==> config.mk <==
export PLATFORM = sky130hd
export DESIGN_NAME = aqp_ebus_io_target_flat
export DESIGN_NICKNAME = d
export VERILOG_FILES = /design/src/rtl/aqp_ebus_io_target_pkg.sv /design/src/rtl/aqp_ebus_io_target_if.sv /design/src/rtl/aqp_ebus_io_target_strobe_sync.sv /design/src/rtl/aqp_ebus_io_target.sv /design/src/flat_wrapper.sv
export SDC_FILE = /design/constraint.sdc
export NUM_CORES = 1
export LEC_CHECK = 0
export BUFFER_PORTS_ARGS = -buffer_cell sky130_fd_sc_hd__buf_2
export CORE_MARGIN = 2
export CORE_UTILIZATION = 44
export CTS_CLUSTER_SIZE = 16
export DETAILED_ROUTE_END_ITERATION = 12
export GPL_TIMING_DRIVEN = 0
export PLACE_DENSITY = 0.76
export REMOVE_ABC_BUFFERS = 1
export SKIP_CTS_REPAIR_TIMING = 1
export SLEW_MARGIN = 0
export SYNTH_ARGS = -nofsm -noshare
export SYNTH_HDL_FRONTEND = slang
export SYNTH_SLANG_ARGS = --single-unit
==> constraint.sdc <==
create_clock -name clk -period 2.2 [get_ports clk]
set_input_delay 0.44 -clock clk [delete_from_list [all_inputs] [get_ports clk]]
set_output_delay 0.44 -clock clk [all_outputs]
set_load 0.01 [all_outputs]
==> src/rtl/aqp_ebus_io_target_pkg.sv <==
// rtl/aqp_ebus_io_target_pkg.sv - shared ebus target state encoding, idle byte and port decode helper
package aqp_ebus_io_target_pkg;

  typedef enum logic [1:0] {
    ST_IDLE,
    ST_REQ,
    ST_WAIT_RSP,
    ST_WAIT_END
  } ebus_state_t;

  localparam logic [7:0] EBUS_IDLE_BYTE = 8'hFF;

  function automatic logic port_match(input logic [7:0] a, input logic [7:0] base,
                                      input logic [7:0] mask);
    return (a & mask) == base;
  endfunction

endpackage

==> src/rtl/aqp_ebus_io_target_if.sv <==
// rtl/aqp_ebus_io_target_if.sv - register backend request/response handshake
interface aqp_ebus_io_target_if #(
  parameter int ADDR_W = 4
) ();
  logic              req_valid;
  logic              req_wr;
  logic [ADDR_W-1:0] req_addr;
  logic [7:0]        req_wrdata;
  logic              req_ready;
  logic              rsp_valid;
  logic [7:0]        rsp_rddata;

  modport master (
    output req_valid, req_wr, req_addr, req_wrdata,
    input  req_ready, rsp_valid, rsp_rddata
  );

  modport slave (
    input  req_valid, req_wr, req_addr, req_wrdata,
    output req_ready, rsp_valid, rsp_rddata
  );
endinterface

==> src/rtl/aqp_ebus_io_target_strobe_sync.sv <==
// rtl/aqp_ebus_io_target_strobe_sync.sv - 3-flop synchronizer with selectable falling-edge tap
module aqp_ebus_io_target_strobe_sync (
  input  logic clk,
  input  logic rst_n,
  input  logic fast_sync,
  input  logic strobe_n,
  output logic fall,
  output logic level
);
  logic [2:0] sync;

  always_ff @(posedge clk or negedge rst_n) begin
    if (!rst_n) sync <= 3'b111;
    else        sync <= {sync[1:0], strobe_n};
  end

  // T80 strobes are already clk-aligned, so the earlier tap saves a cycle
  assign fall  = fast_sync ? (sync[1] & ~sync[0]) : (sync[2] & ~sync[1]);
  assign level = fast_sync ? sync[0] : sync[1];
endmodule

==> src/rtl/aqp_ebus_io_target.sv <==
// rtl/aqp_ebus_io_target.sv - Z80 IORQ responder turning decoded bus cycles into backend requests
module aqp_ebus_io_target
  import aqp_ebus_io_target_pkg::*;
#(
  parameter logic [7:0] BASE_PORT = 8'hE0,
  parameter logic [7:0] BASE_MASK = 8'hF0,
  parameter int         ADDR_W    = 4,
  parameter int         TIMEOUT   = 10
) (
  input  logic                 clk,
  input  logic                 reset_n,
  input  logic                 fast_sync,
  input  logic [7:0]           ebus_a,
  input  logic [7:0]           ebus_d_in,
  input  logic                 ebus_rd_n,
  input  logic                 ebus_wr_n,
  input  logic                 ebus_iorq_n,
  input  logic                 ebus_mreq_n,
  output logic [7:0]           ebus_d_out,
  output logic                 ebus_d_oe,
  aqp_ebus_io_target_if.master be,
  output logic                 timeout_err,
  output logic                 overrun_err
);
  localparam int              CNT_W   = $clog2(TIMEOUT + 1);
  localparam logic [CNT_W-1:0] CNT_MAX = CNT_W'(TIMEOUT);

  ebus_state_t      state, state_next;
  logic             rd_fall, rd_level, wr_fall, wr_level;
  logic             decoded, rd_hit, wr_hit, active_level;
  logic             start, accept, capture, timeout_hit, overrun;
  logic             read_active;
  logic [CNT_W-1:0] cnt, cnt_inc;

  aqp_ebus_io_target_strobe_sync u_rd_sync (
    .clk(clk), .rst_n(reset_n), .fast_sync(fast_sync),
    .strobe_n(ebus_rd_n), .fall(rd_fall), .level(rd_level)
  );

  aqp_ebus_io_target_strobe_sync u_wr_sync (
    .clk(clk), .rst_n(reset_n), .fast_sync(fast_sync),
    .strobe_n(ebus_wr_n), .fall(wr_fall), .level(wr_level)
  );

  assign decoded      = !ebus_iorq_n && ebus_mreq_n && port_match(ebus_a, BASE_PORT, BASE_MASK);
  assign rd_hit       = rd_fall && decoded;
  assign wr_hit       = wr_fall && decoded && !rd_fall;
  assign cnt_inc      = (cnt == CNT_MAX) ? cnt : cnt + 1'b1;
  assign active_level = be.req_wr ? wr_level : rd_level;

  always_ff @(posedge clk or negedge reset_n) begin
    if (!reset_n) state <= ST_IDLE;
    else          state <= state_next;
  end

  always_comb begin
    state_next  = state;
    start       = 1'b0;
    accept      = 1'b0;
    capture     = 1'b0;
    timeout_hit = 1'b0;
    overrun     = 1'b0;
    case (state)
      ST_IDLE: begin
        if (rd_hit || wr_hit) begin
          start      = 1'b1;
          state_next = ST_REQ;
        end
      end
      ST_REQ: begin
        if (be.req_ready) begin
          accept     = 1'b1;
          state_next = be.req_wr ? ST_WAIT_END : ST_WAIT_RSP;
        end
      end
      ST_WAIT_RSP: begin
        if (be.rsp_valid) begin
          capture    = 1'b1;
          state_next = ST_WAIT_END;
        end else if (cnt_inc == CNT_MAX) begin
          timeout_hit = 1'b1;
          state_next  = ST_WAIT_END;
        end
      end
      ST_WAIT_END: begin
        if (active_level) state_next = ST_IDLE;
      end
      default: state_next = ST_IDLE;
    endcase
    if (state != ST_IDLE && (rd_hit || wr_hit)) overrun = 1'b1;
  end

  always_ff @(posedge clk or negedge reset_n) begin
    if (!reset_n) begin
      ebus_d_out    <= EBUS_IDLE_BYTE;
      read_active   <= 1'b0;
      be.req_valid  <= 1'b0;
      be.req_wr     <= 1'b0;
      be.req_addr   <= '0;
      be.req_wrdata <= '0;
      cnt           <= '0;
      timeout_err   <= 1'b0;
      overrun_err   <= 1'b0;
    end else begin
      timeout_err <= timeout_hit;
      overrun_err <= overrun;
      // The strobe cycle itself counts as the first timeout tick
      if (start) begin
        be.req_valid  <= 1'b1;
        be.req_wr     <= wr_hit;
        be.req_addr   <= ebus_a[ADDR_W-1:0];
        be.req_wrdata <= ebus_d_in;
        cnt           <= CNT_W'(1);
        if (rd_hit) begin
          ebus_d_out  <= EBUS_IDLE_BYTE;
          read_active <= 1'b1;
        end
      end else begin
        cnt <= cnt_inc;
      end
      if (accept)  be.req_valid <= 1'b0;
      if (capture) ebus_d_out   <= be.rsp_rddata;
      if (state != ST_IDLE && state_next == ST_IDLE) read_active <= 1'b0;
    end
  end

  // Raw RD# lets the bus driver release the instant the Z80 ends the cycle
  assign ebus_d_oe = read_active && !ebus_rd_n;
endmodule
==> src/flat_wrapper.sv <==
// flat-port wrapper written by rule: the top's interface ports become plain ports
module aqp_ebus_io_target_flat import aqp_ebus_io_target_pkg::*;
#(
  parameter logic [7:0] BASE_PORT = 8'hE0,
  parameter logic [7:0] BASE_MASK = 8'hF0,
  parameter int         ADDR_W    = 4,
  parameter int         TIMEOUT   = 10
)
  (clk, reset_n, fast_sync, ebus_a, ebus_d_in, ebus_rd_n, ebus_wr_n, ebus_iorq_n, ebus_mreq_n, ebus_d_out, ebus_d_oe, timeout_err, overrun_err, be_req_valid, be_req_wr, be_req_addr, be_req_wrdata, be_req_ready, be_rsp_valid, be_rsp_rddata);
  aqp_ebus_io_target_if #(.ADDR_W(ADDR_W)) be_i ();
  input  logic clk;
  input  logic reset_n;
  input  logic fast_sync;
  input  logic [7:0] ebus_a;
  input  logic [7:0] ebus_d_in;
  input  logic ebus_rd_n;
  input  logic ebus_wr_n;
  input  logic ebus_iorq_n;
  input  logic ebus_mreq_n;
  output logic [7:0] ebus_d_out;
  output logic ebus_d_oe;
  output logic timeout_err;
  output logic overrun_err;
  output wire logic [$bits(be_i.req_valid)-1:0] be_req_valid;
  output wire logic [$bits(be_i.req_wr)-1:0] be_req_wr;
  output wire logic [$bits(be_i.req_addr)-1:0] be_req_addr;
  output wire logic [$bits(be_i.req_wrdata)-1:0] be_req_wrdata;
  input wire logic [$bits(be_i.req_ready)-1:0] be_req_ready;
  input wire logic [$bits(be_i.rsp_valid)-1:0] be_rsp_valid;
  input wire logic [$bits(be_i.rsp_rddata)-1:0] be_rsp_rddata;
  assign be_req_valid = be_i.req_valid;
  assign be_req_wr = be_i.req_wr;
  assign be_req_addr = be_i.req_addr;
  assign be_req_wrdata = be_i.req_wrdata;
  assign be_i.req_ready = be_req_ready;
  assign be_i.rsp_valid = be_rsp_valid;
  assign be_i.rsp_rddata = be_rsp_rddata;
  aqp_ebus_io_target #(.BASE_PORT(BASE_PORT), .BASE_MASK(BASE_MASK), .ADDR_W(ADDR_W), .TIMEOUT(TIMEOUT)) u_core (.clk(clk), .reset_n(reset_n), .fast_sync(fast_sync), .ebus_a(ebus_a), .ebus_d_in(ebus_d_in), .ebus_rd_n(ebus_rd_n), .ebus_wr_n(ebus_wr_n), .ebus_iorq_n(ebus_iorq_n), .ebus_mreq_n(ebus_mreq_n), .ebus_d_out(ebus_d_out), .ebus_d_oe(ebus_d_oe), .be(be_i), .timeout_err(timeout_err), .overrun_err(overrun_err));
endmodule
# Word level (Yosys, flattened, before mapping)
# Index checks and enable logic that the tools add are counted.
totals:
  in_bits: 33
  latch_bits: 0
  memories: 0
  wordCells: 81
  output_inout_bits: 25
  rom_bits: 0
  mem_bits_rw: 0
  register_bits: 37
op_classes:
  bitwise_logic: 8
  n_addsub: 1
  div: 0
  magnitude_cmp: 0
  n_reduce_logical: 22
  n_shift: 0
  n_eq_ne: 6
  mul: 0
  muxes: 32
op_table:
  columns: ["op", "count"]
  rows:
  - ["2-to-1 mux 8 bit", 3]
  - ["2-to-1 mux 1 bit", 21]
  - ["== test 4 bit, second input constant", 3]
  - ["nonzero test 2 bit", 6]
  - ["2-to-1 mux 2 bit", 5]
  - ["logical AND 1 bit", 8]
  - ["2-to-1 mux 4 bit", 2]
  - ["one-hot mux 2 bit (4 select lines)", 1]
  - ["adder 4 x 1 -> 4 bit, second input constant", 1]
  - ["bitwise AND 1 bit", 4]
  - ["== test 2 bit, second input constant", 2]
  - ["logical NOT 2 bit", 2]
  - ["NOT 1 bit", 4]
  - ["AND reduction 2 bit", 2]
  - ["logical NOT 1 bit", 3]
  - ["== test 2 x 1 -> 1 bit, second input constant", 1]
  - ["logical OR 1 bit", 1]

# Depth between registers and ports, before layout
# Gate-level depths: netlist (run 1).
depth:
  word_depth: 12
  mapped_depth: 6
  mapped_depth_nobuf: 6

# By module
# Synthesis (run 1) repeated with hierarchy kept, for this count alone.
unflattened:
  cells_unflattened: 118
  hier_area_um2: 1579.0
modules_own_cells:
  columns: ["mod", "area_per_inst_um2", "seq_area_each_um2", "cells_per_inst", "instances"]
  rows:
  - ["aqp_ebus_io_target", 1358.8, 785.8, 104, 1]
  - ["aqp_ebus_io_target_strobe_sync", 110.1, 78.8, 7, 2]

# Least setup slack after synthesis (run 1)
# No wires, ideal clock.
synth_timing:
  path_type: "reg-to-reg"
  startpoint: "register u_core.u_wr_sync.sync[2]"
  endpoint: "register u_core.be.req_addr[0]"
  path_slack_ns: 0.584
  arrival_time_ns: 1.491
  n_path_buf: 1
  setup_ns: 0.125
  required_ns: 2.075
  path_stages_with_launch: 6
  synth_period_minus_slack_ns: 1.616
  path_cell_list: "dfstp_2 -> or3b_1 -> o21ai_2 -> o21ai_4 -> buf_6 -> mux2_4"
synth_via:
  elab_chain_len: 7
synth_rtl:
  columns: ["element", "line", "source"]
  rows:
  - ["from (decl)", "aqp_ebus_io_target_strobe_sync.sv:10", "logic [2:0] sync;"]
  - ["from (signal assigned)", "aqp_ebus_io_target_strobe_sync.sv:14", "else sync <= {sync[1:0], strobe_n};"]
  - ["bitwise AND 1 bit", "aqp_ebus_io_target_strobe_sync.sv:18", "assign fall = fast_sync ? (sync[1] & ~sync[0]) : (sync[2] & ~sync[1]);"]
  - ["2-to-1 mux 1 bit", "aqp_ebus_io_target_strobe_sync.sv:18", null]
  - ["logical AND 1 bit (2 in a row)", "aqp_ebus_io_target.sv:47", "assign wr_hit = wr_fall && decoded && !rd_fall;"]
  - ["logical OR 1 bit", "aqp_ebus_io_target.sv:65", "if (rd_hit || wr_hit) begin"]
  - ["2-to-1 mux 1 bit", "aqp_ebus_io_target.sv:65", null]
  - ["2-to-1 mux 1 bit", "aqp_ebus_io_target.sv:63", "case (state)"]
  - ["to (signal assigned)", "aqp_ebus_io_target.sv:111", "be.req_addr <= ebus_a[ADDR_W-1:0];"]
  - ["to (decl)", "aqp_ebus_io_target_if.sv:14", "output req_valid, req_wr, req_addr, req_wrdata,"]
# No other way between the ends.
# A chain may end at the register's enable or synchronous reset.

# Worst setup path after layout (run 1)
layout_timing:
  startpoint: "register u_core.u_rd_sync.sync[1]"
  endpoint: "register u_core.be.req_wrdata[5]"
layout_via:
  elab_chain_len: 8
  word_cells_on_any_way: 10
  classes_between: "3 x mux; 3 x bitwise; 4 x reduce/logical"
layout_rtl:
  columns: ["element", "line", "source"]
  rows:
  - ["from (decl)", "aqp_ebus_io_target_strobe_sync.sv:10", null]
  - ["from (signal assigned)", "aqp_ebus_io_target_strobe_sync.sv:14", null]
  - ["NOT 1 bit", "aqp_ebus_io_target_strobe_sync.sv:18", null]
  - ["bitwise AND 1 bit", "aqp_ebus_io_target_strobe_sync.sv:18", null]
  - ["2-to-1 mux 1 bit *", "aqp_ebus_io_target_strobe_sync.sv:18", null]
  - ["logical NOT 1 bit", "aqp_ebus_io_target.sv:47", null]
  - ["logical AND 1 bit", "aqp_ebus_io_target.sv:47", null]
  - ["logical OR 1 bit *", "aqp_ebus_io_target.sv:65", null]
  - ["2-to-1 mux 1 bit *", "aqp_ebus_io_target.sv:65", null]
  - ["2-to-1 mux 1 bit *", "aqp_ebus_io_target.sv:63", null]
  - ["to (signal assigned)", "aqp_ebus_io_target.sv:112", "be.req_wrdata <= ebus_d_in;"]
  - ["to (decl)", "aqp_ebus_io_target_if.sv:14", null]
# Mark *: on every way between the ends. The rest lies on a longest branch, timed or not.

==> results of run 1 <==
[final timing paths]
| path | from | endpoint | slack (ps) | cells past startpoint |
|---|---|---|---|---|
| worst min register to register | u_core.u_wr_sync.sync[0] | u_core.u_wr_sync.sync[1] | 390 | 0 |
| worst max-delay path | u_core.u_rd_sync.sync[1] | u_core.be.req_wrdata[5] | 390 | 4 |
| max in group asynchronous | reset_n | u_core.be.req_valid | 1550 | 1 |
| min in group clk | ebus_wr_n | u_core.u_wr_sync.sync[0] | 190 | 1 |
| worst max register to register | u_core.u_rd_sync.sync[1] | u_core.be.req_wrdata[5] | 390 | 4 |
| worst min-delay path | reset_n | u_core.timeout_err | 160 | 1 |
[metrics by stage]
step / instances / instance area (sq um) / util / power, mW / hold WS [ps]
2_1_floorplan: 111 / 1550 / - / 1.41 / 144
3_3_place_gp: 214 / 1890 / 0.559 / 1.60 / 370
3_5_place_dp: 214 / 1890 / 0.559 / 1.65 / 375
4_1_cts: 222 / 1940 / 0.573 / 1.99 / 178
5_1_grt: 222 / 1940 / 0.573 / 2.13 / 166
6_report: 222 / 1940 / 0.573 / 1.97 / 165
[routing by layer]
layer | up-vias | routed length, um
met5 | - | 0
met4 | 0 | 44
met3 | 6 | 188
met2 | 37 | 1580
met1 | 567 | 1300
li1 | 541 | -
[power by group]
part           internal, mW  switching [mW]
logic                 0.294           0.299
clock network         0.127           0.205
registers             0.899           0.147
[worst max-delay path, stage by stage, from the launching register on]
cell	delay [ps]
sky130_fd_sc_hd__dfstp_2	560
sky130_fd_sc_hd__nor2_1	60
sky130_fd_sc_hd__o2bb2ai_2	150
sky130_fd_sc_hd__o21ai_4	520
sky130_fd_sc_hd__mux2_2	410
[Yosys cell counts, drive strengths merged (2+ instances only)]
cell type / number
nor2b: 2
a2bb2oi: 2
ha: 2
nand3b: 3
nor3: 3
mux2: 12
and4b: 2
nand2: 8
a21oi: 3
buf: 3
nand3: 2
nor2: 7
dfrtp: 23
o21ai: 4
dfstp: 14
o22a: 8
[registers in the layout (all words and copies together) (netlist names)]
| signal | flops |
|---|---|
| u_core.be.req_wrdata | 8 |
| u_core.ebus_d_out | 8 |
| u_core.be.req_addr | 4 |
| u_core.cnt | 4 |
| u_core.u_rd_sync.sync | 3 |
| u_core.u_wr_sync.sync | 3 |
| u_core.state | 2 |
| u_core.be.req_valid | 1 |
| u_core.be.req_wr | 1 |
| u_core.overrun_err | 1 |
| u_core.read_active | 1 |
| u_core.timeout_err | 1 |
[kinds of logic (layout without fill, tap and decap cells)]
kind of cell | count (synthesis) | in the layout | share of synthesized area
simple gates | 35 | 35 | 0.125
flops | 37 | 37 | 0.599
compound gates | 22 | 22 | 0.125
xor+xnor | 1 | 1 | 0.00557
fa+ha+maj | 2 | 2 | 0.0159
mux | 13 | 13 | 0.112
buf+inv | 4 | 66 | 0.0175
[final cells by class]
class	instances	area [sq um]	share of cell area
clock buffers	8	48.8	0.0251
well taps	46	57.6	0.0296
repair buffers	57	285	0.147
flip-flops and latches	37	943	0.486
inverters	1	3.75	0.00193
multi-input cells	73	603	0.311
[cells in the final DEF, fill, tap and decap left out, types with 3 or more instances in the layout]
cell / netlist / final
sky130_fd_sc_hd__nor2_1: 6 / 6
sky130_fd_sc_hd__o22a_1: 8 / 8
sky130_fd_sc_hd__mux2_4: 4 / 4
sky130_fd_sc_hd__clkbuf_1: 0 / 3
sky130_fd_sc_hd__dfrtp_1: 23 / 23
sky130_fd_sc_hd__clkbuf_4: 0 / 5
sky130_fd_sc_hd__dfstp_2: 14 / 14
sky130_fd_sc_hd__nand2_1: 8 / 8
sky130_fd_sc_hd__nand3b_1: 3 / 3
sky130_fd_sc_hd__a21oi_1: 3 / 3
sky130_fd_sc_hd__mux2_2: 8 / 8
sky130_fd_sc_hd__nor3_1: 3 / 3
sky130_fd_sc_hd__buf_2: 1 / 57
==> metrics list, run 1 <==
- Clock tree synthesis selected as its root buffer the cell sky130_fd_sc_hd__clkbuf_4.
- TritonCTS built the clock tree.
- Number of buffer cells added on primary ports: 57
* Insertion delay to the later sink of the worst-skew pair: 340 ps
* Antenna fix cells: 0
- Required time of the worst setup path: 2430 ps
- Clock tree synthesis found a total of 37 sinks.
* Avg Vias per Cell: 5.18
- Of the synthesized area, sequential elements account for 0.599.
- Path class of the lowest-slack min-delay path: input port to async pin
- Chip Height: 63.8 um
- Share of Yosys cell area claimed by the top area cell type: 0.366
- Leakage power summed over all cells: 0.975 nW
* Total routed wirelength: 3120 um
- For this run, the top clock speed supported by timing is 0.551 GHz.
- Subtracting the final worst setup slack from the clock period gives 1810 ps.
- 1st-pass router iterations: 4
* Worst slew margin relative to its limit: 0.483
- The count of pins over their slew limit is 0.
- The detailed router finished its first iteration with 32 violations.
* Via Count: 1151
- Power Dens Cells: 1010 nW/um^2
* Die Outline Area: 4070 sq um
- The number of clock buffers added by TritonCTS is 5.
- Synthesis-to-finish area growth: 23.4%
- Leftover overflow at the end of global routing: 0
- For this run, global-route usage on met3 was measured as 0.0546.
- Setup Crit Path Kind: flip-flop to flip-flop
- Across the routed clock network, the largest skew measured is 6.56 ps.
- Top-Level Pins: 58
- The congestion estimate from routability-driven global placement came to 0.728.
* Peak supply drop: 0.000322 V
- Dividing the detail-routed wire length by the instance count gives 14.0 um.
* Final worst slack: 386 ps
- Global Route Usage Sum: 0.173
- For this run, the leading register cell type out of synthesis is sky130_fd_sc_hd__dfrtp_1.
* Antenna violations before repair: 0
- OpenSTA, run right after detailed placement, puts the worst setup slack at 330 ps.
- Routing usage on met1: 0.213
- Along the worst path, the maximum fanout reaches 18.
- Fillers: 287
* # H-tree levels: 2
- Starting utilization of the core area: 0.464
- Most heavily used metal layer in global routing: met2
* Syn Std Cell Area: 1570 sq um
- Setup violation total in the final timing report: 0
- Row count: 21
- Number of nets in the layout: 210
- By area the synthesized netlist is led by sky130_fd_sc_hd__dfrtp_1 37%, sky130_fd_sc_hd__dfstp_2 23%, sky130_fd_sc_hd__mux2_2 5.7%.
* Wire length of the first global-routing pass: 5320 um
- RSZ-0062 raised after global routing: no
* Arrival time reported for the critical path endpoint: 2040 ps
* Number of remaining DRC errors: 0
* Met2 Use GR: 0.288
* Final clock period utilization by the worst path: 0.825
- Via count of the first global-routing pass: 1132
- The longest clock path from root to sink contains 2 buffers.
* Count of state elements after synthesis: 37
- Routed Antenna Nets: 0
* Max-cap violations: 0
* Share of final-layout standard cells stronger than drive strength 1: 0.540
- Horiz. Die Dim: 63.8 um
* Share of synthesized flip-flops with an asynchronous set or reset: 1.00
- Status: completed
* Syn avg cell area: 13.8 sq um
- Number of synthesized flops with an enable pin: 0
* Synth area leader: sky130_fd_sc_hd__dfrtp_1
* Transition time of the tightest slew-check pin: 775 ps
- Mapped Cells: 114
* Clk pin slew, worst setup/hold paths: 100 ps
* Largest net degree at the start of global routing: 38
- The worst setup path is launched from a flip-flop.
* Core region area: 3390 sq um
- Kind of end point of the critical path: flip-flop
- The HPWL after detailed placement is 2340 um.
- Post-synthesis cell type count: 39
* Hold violation count in the final report: 0
- Yosys warnings: 0
- Adding up every negative setup slack in the final design gives 0 ps.
Power figures use the tool's default switching activity.
==> run 2: changes to the inputs <==
ABC_AREA = 1   (was default)
clock period = 1.7 ns   (was 2.2 ns; I/O delays follow)
==> run 2 against run 1 <==
Against the previous run: fmax up 18%; die area is 4.3% higher; core utilization decreased by 0.51 points; critical endpoint is now u_core.read_active.
==> metrics list, run 2 <==
- The power per standard cell area came to 1400 nW/um^2 (was 1010 nW/um^2).
- The sum of routed wire length over all layers came to 3270 um (was 3120 um).
* Cell with the most instances after synthesis: sky130_fd_sc_hd__nand2_1 (was sky130_fd_sc_hd__dfrtp_1)
- Number of synthesized flops with an enable pin: 0 (unchanged)
- Most frequent cells after synthesis: 56 x sky130_fd_sc_hd__nand2_1, 35 x sky130_fd_sc_hd__nor2_1, 23 x sky130_fd_sc_hd__dfrtp_1, 23 x sky130_fd_sc_hd__nand3_1, 17 x sky130_fd_sc_hd__inv_1 (was 23 x sky130_fd_sc_hd__dfrtp_1, 14 x sky130_fd_sc_hd__dfstp_2, 8 x sky130_fd_sc_hd__mux2_2, 8 x sky130_fd_sc_hd__nand2_1, 8 x sky130_fd_sc_hd__o22a_1)
* 1st-pass router iterations: 4 (unchanged)
- The detailed-route via count was 1396 (was 1151).
- The final antenna diode count is 0 (unchanged).
* Clk pin slew, worst setup/hold paths: 60 ps (was 100 ps)
- Initial detailed-routing violation count: 33 (was 32)
- The share of synthesized area occupied by flip-flops and latches was 0.573 (was 0.599).
* Kind of end point of the critical path: flip-flop (unchanged)
- Transition time of the tightest slew-check pin: 773 ps (was 775 ps)
- Largest regs: u_core.be.req_wrdata x8, u_core.ebus_d_out x8 (unchanged).
- The clock tree buffer depth was 2 (unchanged).
* Synth area leaders: sky130_fd_sc_hd__dfrtp_1 35%, sky130_fd_sc_hd__dfstp_2 22%, sky130_fd_sc_hd__nand2_1 13% (was sky130_fd_sc_hd__dfrtp_1 37%, sky130_fd_sc_hd__dfstp_2 23%, sky130_fd_sc_hd__mux2_2 5.7%)
- Wirelength per Cell: 10.8 um (was 14.0 um)
- The worst setup slack after layout came to 158 ps (was 386 ps).
- The HPWL reported at the end of detailed placement is 2360 um (was 2340 um).
* Arrival time reported for the critical path endpoint: 1760 ps (was 2040 ps)
- Die Outline Area: 4250 sq um (was 4070 sq um)
- The final net count is 289 (was 210).
- Via count of the first global-routing pass: 1334 (was 1132)
- Total chip power: 2.90 mW (was 1.97 mW)
- Synth area leader: sky130_fd_sc_hd__dfrtp_1 (unchanged)
- Top FF cell, synth: sky130_fd_sc_hd__dfrtp_1 (unchanged)
* Setup Crit Path Kind: flip-flop to flip-flop (unchanged)
- The portion of the clock cycle consumed by the worst path in the final layout is 0.907 (was 0.825).
* Starting utilization of the core area: 0.453 (was 0.464)
* Chip Height: 65.2 um (was 63.8 um)
- Top-Level Pins: 58 (unchanged)
- Wire length of the first global-routing pass: 5550 um (was 5320 um)
- Syn avg cell area: 8.58 sq um (was 13.8 sq um)
- Status: completed (unchanged).
- The count of pins over their slew limit came to 0 (unchanged).
- Largest net degree at the start of global routing: 38 (unchanged)
- The timing-limited maximum frequency is 0.648 GHz (was 0.551 GHz).
- Leftover overflow at the end of global routing: 0 (unchanged)
- Clock period minus final worst setup slack: 1540 ps (was 1810 ps)
* Share of Yosys cell area claimed by the top area cell type: 0.350 (was 0.366)
- # H-tree levels: 2 (unchanged)
- Avg Vias per Cell: 4.61 (was 5.18)
- Share of synthesized flip-flops with an asynchronous set or reset: 1.00 (unchanged)
* Routed Antenna Nets: 0 (unchanged)
- Antenna violations before repair: 0 (unchanged)
* Row count: 22 (was 21)
- Number of buffer cells added on primary ports: 57 (unchanged)
- The total of endpoints with negative setup slack in the final report came to 0 (unchanged).
- Area after detailed placement: 1960 sq um (was 1890 sq um)
- The required arrival time at the worst endpoint is 1920 ps (was 2430 ps).
* Most frequent cells in the layout: 57 x sky130_fd_sc_hd__buf_2, 56 x sky130_fd_sc_hd__nand2_1, 34 x sky130_fd_sc_hd__nor2_1 (was 57 x sky130_fd_sc_hd__buf_2, 23 x sky130_fd_sc_hd__dfrtp_1, 14 x sky130_fd_sc_hd__dfstp_2)
- Routability-driven placement congestion ratio: 0.816 (was 0.728)
* Count of state elements after synthesis: 37 (unchanged)
* Hold WS: 135 ps (was 165 ps)
- Number of buffers added by the clock tree synthesis step: 5 (unchanged)
- RSZ-0062 raised after global routing: no (unchanged).
- Leakage power summed over all cells: 1.17 nW (was 0.975 nW)
- The biggest fanout along the worst timing path came to 16 (was 18).
- Yosys warnings: 0 (unchanged)
- Final core area utilization: 0.568 (was 0.573)
- The number of standard cells after synthesis was 192 (was 114).
* Peak supply drop: 0.000768 V (was 0.000322 V)
- The relative max-transition margin came to 0.485 (was 0.483).
- The fraction of layout instances using a drive strength above 1 is 0.353 (was 0.540).
* Syn Std Cell Area: 1650 sq um (was 1570 sq um)
* Hold violation count in the final report: 0 (unchanged)
* Path class of the lowest-slack min-delay path: input port to async pin (unchanged)
* Final Skew: 5.92 ps (was 6.56 ps)
- Commonest non-fill, non-tap cell in the layout: sky130_fd_sc_hd__buf_2 (unchanged)
- Core region area: 3630 sq um (was 3390 sq um)
- The summed area of non-filler cells in the final layout was 2060 sq um (was 1940 sq um).
- The type of origin of the critical path is a flip-flop (unchanged).
- Placement Setup Slack: -602 ps (was 330 ps)
- The fill cell total of the finished layout came to 375 (was 287).
- The width of the die was 65.2 um (was 63.8 um).
* CTS sink count: 37 (unchanged)
- The clock root buffer is sky130_fd_sc_hd__clkbuf_8 (was sky130_fd_sc_hd__clkbuf_4).
- Post-synthesis cell type count: 22 (was 39)
- Insertion delay to the later sink of the worst-skew pair: 280 ps (was 340 ps)
* Clock tree from TritonCTS: built (unchanged)
- The count of unresolved DRC violations after routing came to 0 (unchanged).
* Global Route Usage Sum: 0.172 (was 0.173)
- Max-cap violations: 0 (unchanged)
- The signed area change from the synthesized netlist to the final layout came to 25.3% (was 23.4%).
run 2: cell count changes after synthesis, moves of 4 or more:
| cell | previous run | this run |
|---|---|---|
| sky130_fd_sc_hd__inv_1 | 1 | 17 |
| sky130_fd_sc_hd__nand3_1 | 2 | 23 |
| sky130_fd_sc_hd__nor2_1 | 6 | 35 |
| sky130_fd_sc_hd__mux2_4 | 4 | 0 |
| sky130_fd_sc_hd__o22a_1 | 8 | 0 |
| sky130_fd_sc_hd__mux2_2 | 8 | 0 |
| sky130_fd_sc_hd__nand2_1 | 8 | 56 |
run 2: path summary, 6_finish.rpt:
| check | startpoint | to | slack [ps] | depth (start not counted) |
|---|---|---|---|---|
| max | u_core.u_rd_sync.sync[1] | u_core.read_active | 160 | 8 |
| min | reset_n | u_core.be.req_wrdata[4] | 130 | 1 |
| max reg2reg | u_core.u_rd_sync.sync[1] | u_core.read_active | 160 | 8 |
| min reg2reg | u_core.u_rd_sync.sync[1] | u_core.u_rd_sync.sync[2] | 380 | 0 |
| max in group asynchronous | reset_n | u_core.be.req_wr | 1070 | 1 |
| min in group clk | ebus_wr_n | u_core.u_wr_sync.sync[0] | 160 | 1 |
run 2: cells by family after synthesis:
group                      after synthesis  share of synthesized area
buffers and inverters                   24                     0.0646
DFF                                     37                      0.573
and+or+nand+nor                        122                      0.315
adders and majority gates                2                     0.0152
AOI/OAI and AO/OA                        7                     0.0319
run 2: report_power, final:
group,switching (mW),internal (mW),leakage [nW]
registers,0.168,1.19,0.452
clock network,0.276,0.291,0.0395
logic,0.603,0.370,0.680
run 2: layer usage:
metal  up-vias  global-route usage  wire [um]
met5         -                   0          0
li1        717                   -          -
met4         0              0.0807         48
met1       644               0.189       1290
met2        30               0.302       1740
met3         5              0.0531        186
run 2: cell type report:
| type | count | area [sq um] | area share |
|---|---|---|---|
| flip-flops and latches | 37 | 943 | 0.457 |
| clock buffers | 8 | 80.1 | 0.0388 |
| well taps | 48 | 60.1 | 0.0291 |
| inverters | 20 | 75.1 | 0.0364 |
| multi-input cells | 131 | 604 | 0.293 |
| repair buffers | 59 | 300 | 0.146 |
run 2: critical path, cell delays in order, from the launching register on:
cell and delay (ps):
sky130_fd_sc_hd__dfstp_2 540, sky130_fd_sc_hd__inv_1 40, sky130_fd_sc_hd__o21ai_1 150, sky130_fd_sc_hd__nand2_2 110, sky130_fd_sc_hd__a21oi_4 240, sky130_fd_sc_hd__nand2_4 170, sky130_fd_sc_hd__nand3_1 140, sky130_fd_sc_hd__nand2_1 50
sky130_fd_sc_hd__inv_1 50
run 2: stage by stage:
stage	std cells	TNS [ps]
floorplan	188	-375
global placement	293	-12190
detailed placement	293	-12560
CTS	301	-12840
global route	303	0
finish	303	0
==> run 3: changes to the inputs <==
CORE_UTILIZATION = 49   (was 44)
PLACE_DENSITY = 0.83   (was 0.76)
==> run 3 against run 2 <==
Against the previous run: core utilization rose by 6.3 points; critical path depth fell by 1; fmax fell by 3.8%; clock-buffer cell count fell by 1; combinational power rose by 6%; register-to-register slack got worse by 60 ps; worst hold slack got worse by 69 ps; routed wire length rose by 1.7%; final area rose by 0.42%; highest routed layer unchanged.
==> metrics list, run 3 (same netlist as run 2, synthesis figures left out) <==
- Status: completed (unchanged).
- Arrival time reported for the critical path endpoint: 1830 ps (was 1760 ps)
* Routed Antenna Nets: 0 (unchanged)
- The sequential power share is 0.476 (was 0.468).
- The number of DRC markers in iteration 0 is 47 (was 33).
- The number of antenna violations at the first check in global routing came to 0 (unchanged).
- Number of nets in the layout: 293 (was 289)
- The count of pins over their slew limit came to 0 (unchanged).
- Setup Crit Path Kind: flip-flop to flip-flop (unchanged)
- Maximum fanout encountered on the critical timing path: 16 (unchanged)
- Worst slew margin relative to its limit: 0.486 (was 0.485)
* # H-tree levels: 2 (unchanged)
- The timing-limited maximum frequency came to 0.623 GHz (was 0.648 GHz).
* Placement Setup Slack: -569 ps (was -602 ps)
- Total routed wirelength: 3320 um (was 3270 um)
- Kind of end point of the critical path: flip-flop (unchanged)
- Wire length of the first global-routing pass: 5170 um (was 5550 um)
- The number of global-route vias before repair came to 1259 (was 1334).
- The clock share of power is 0.162 (was 0.196).
- Cell-internal power: 1.78 mW (was 1.85 mW)
- Die Outline Area: 3840 sq um (was 4250 sq um)
* Detail Placement HPWL: 2260 um (was 2360 um)
- Setup violation total in the final timing report: 0 (unchanged)
* Global Route Usage Sum: 0.186 (was 0.172)
- The clock sink count was 37 (unchanged).
* Clk pin slew, worst setup/hold paths: 110 ps (was 60 ps)
- Antenna fix cells: 0 (unchanged)
* Final clock period utilization by the worst path: 0.944 (was 0.907)
- The kind of path behind the tightest hold check is input port to async pin (unchanged).
- The count of unresolved DRC violations after routing is 0 (unchanged).
* Hold WS: 65.6 ps (was 135 ps)
- Routability-driven placement congestion ratio: 0.725 (was 0.816)
- The number of iterations in the first detailed-routing pass came to 4 (unchanged).
- Hold violation count in the final report: 0 (unchanged)
- RSZ-0062 raised after global routing: no (unchanged)
* Max-cap violations: 0 (unchanged)
- The setup skew after layout was 12.7 ps (was 5.92 ps).
- Wirelength per Cell: 10.9 um (was 10.8 um)
- The worst setup slack after layout came to 95.9 ps (was 158 ps).
- Required time of the worst setup path: 1920 ps (about the same)
- Peak supply drop: 0.000818 V (was 0.000768 V)
- Largest net degree at the start of global routing: 38 (unchanged)
- Number of buffers added by the clock tree synthesis step: 5 (unchanged)
- Clock tree from TritonCTS: built (unchanged)
* Clock period minus final worst setup slack: 1600 ps (was 1540 ps)
- Commonest non-fill, non-tap cell in the layout: sky130_fd_sc_hd__buf_2 (unchanged)
* Total chip power: 2.84 mW (was 2.90 mW)
- The clock root buffer was sky130_fd_sc_hd__clkbuf_4 (was sky130_fd_sc_hd__clkbuf_8).
- Fillers: 290 (was 375)
- Via Count: 1433 (was 1396)
- The number of buffer cells added on primary ports was 57 (unchanged).
- Leftover overflow at the end of global routing: 0 (unchanged)
- The leakage power total was 1.18 nW (was 1.17 nW).
- The die outline height is 62.0 um (was 65.2 um).
- Starting utilization of the core area: 0.501 (was 0.453)
- Insertion delay to the later sink of the worst-skew pair: 340 ps (was 280 ps)
- Largest regs: u_core.be.req_wrdata x8, u_core.ebus_d_out x8 (unchanged).
* Most frequent cells in the layout: 57 x sky130_fd_sc_hd__buf_2, 56 x sky130_fd_sc_hd__nand2_1, 32 x sky130_fd_sc_hd__nor2_1 (was 57 x sky130_fd_sc_hd__buf_2, 56 x sky130_fd_sc_hd__nand2_1, 34 x sky130_fd_sc_hd__nor2_1)
- Avg Vias per Cell: 4.71 (was 4.61)
* Logic pwr share: 0.362 (was 0.336)
* Synthesis-to-finish area growth: 25.8% (was 25.3%)
- Power Dens Cells: 1370 nW/um^2 (was 1400 nW/um^2)
- Share of final-layout standard cells stronger than drive strength 1: 0.372 (was 0.353)
* Top-Level Pins: 58 (unchanged)
- The standard cell core area came to 3280 sq um (was 3630 sq um).
- Transition time of the tightest slew-check pin: 771 ps (was 773 ps)
- Nature of the critical path startpoint: flip-flop (unchanged)
* Horiz. Die Dim: 62.0 um (was 65.2 um)
- Net switching power: 1.06 mW (was 1.05 mW)
* Maximum buffer depth of the clock tree: 2 (unchanged)
- The floorplan row count came to 21 (was 22).
- Sw frac: 0.374 (was 0.362)
==> run 3: area by class of cell <==
type	instances	area (sq um)	share of cell area
clock buffers	7	55.1	0.0266
multi-input cells	132	618	0.298
well taps	46	57.6	0.0278
inverters	20	75.1	0.0362
flip-flops and latches	37	943	0.455
repair buffers	62	323	0.156
==> run 3: worst paths after layout <==
path                                          startpoint                  endpoint  slack [ps]  cells past startpoint
min in group clk                               ebus_wr_n  u_core.u_wr_sync.sync[0]          90                      1
worst min-delay path                             reset_n          u_core.be.req_wr          70                      1
max in group asynchronous                        reset_n     u_core.be.req_addr[0]        1140                      1
worst max register to register  u_core.u_rd_sync.sync[1]     u_core.be.req_addr[0]         100                      7
worst max-delay path            u_core.u_rd_sync.sync[1]     u_core.be.req_addr[0]         100                      7
worst min register to register  u_core.u_rd_sync.sync[0]  u_core.u_rd_sync.sync[1]         380                      0
==> run 3: per-stage QoR <==
step / TNS, ps / area (sq um) / std cells / utilization
4_1_cts: -12170 / 2010 / 298 / 0.613
3_3_place_gp: -11710 / 1960 / 291 / 0.596
2_1_floorplan: -375 / 1620 / 188 / -
5_1_grt: 0 / 2070 / 304 / 0.631
6_report: 0 / 2070 / 304 / 0.631
3_5_place_dp: -11770 / 1960 / 291 / 0.596
==> run 3: worst max-delay path: stages (launching register included) <==
cell and delay, ps:
sky130_fd_sc_hd__dfstp_2 550, sky130_fd_sc_hd__inv_1 40, sky130_fd_sc_hd__o21ai_1 140, sky130_fd_sc_hd__nand2_2 130, sky130_fd_sc_hd__a21oi_4 290, sky130_fd_sc_hd__nand2_4 180, sky130_fd_sc_hd__nand2_1 100, sky130_fd_sc_hd__nand2_1 60
==> run 3: layer usage <==
layer  global-route usage  vias up  wire length [um]
met2                0.318       46              1610
li1                     -      728                 -
met3               0.0621        7               203
met5                    0        -                 0
met4               0.0638        0                47
met1                0.218      652              1460
==> run 3: power by group through the flow <==
stage | logic, mW | clock network (mW) | registers [mW]
5_1_grt | 1.19 | 0.519 | 1.38
4_1_cts | 0.977 | 0.475 | 1.35
6_report | 1.03 | 0.460 | 1.35
3_3_place_gp | 0.943 | 0 | 1.35
2_1_floorplan | 0.549 | 0 | 1.43
3_5_place_dp | 0.969 | 0 | 1.36
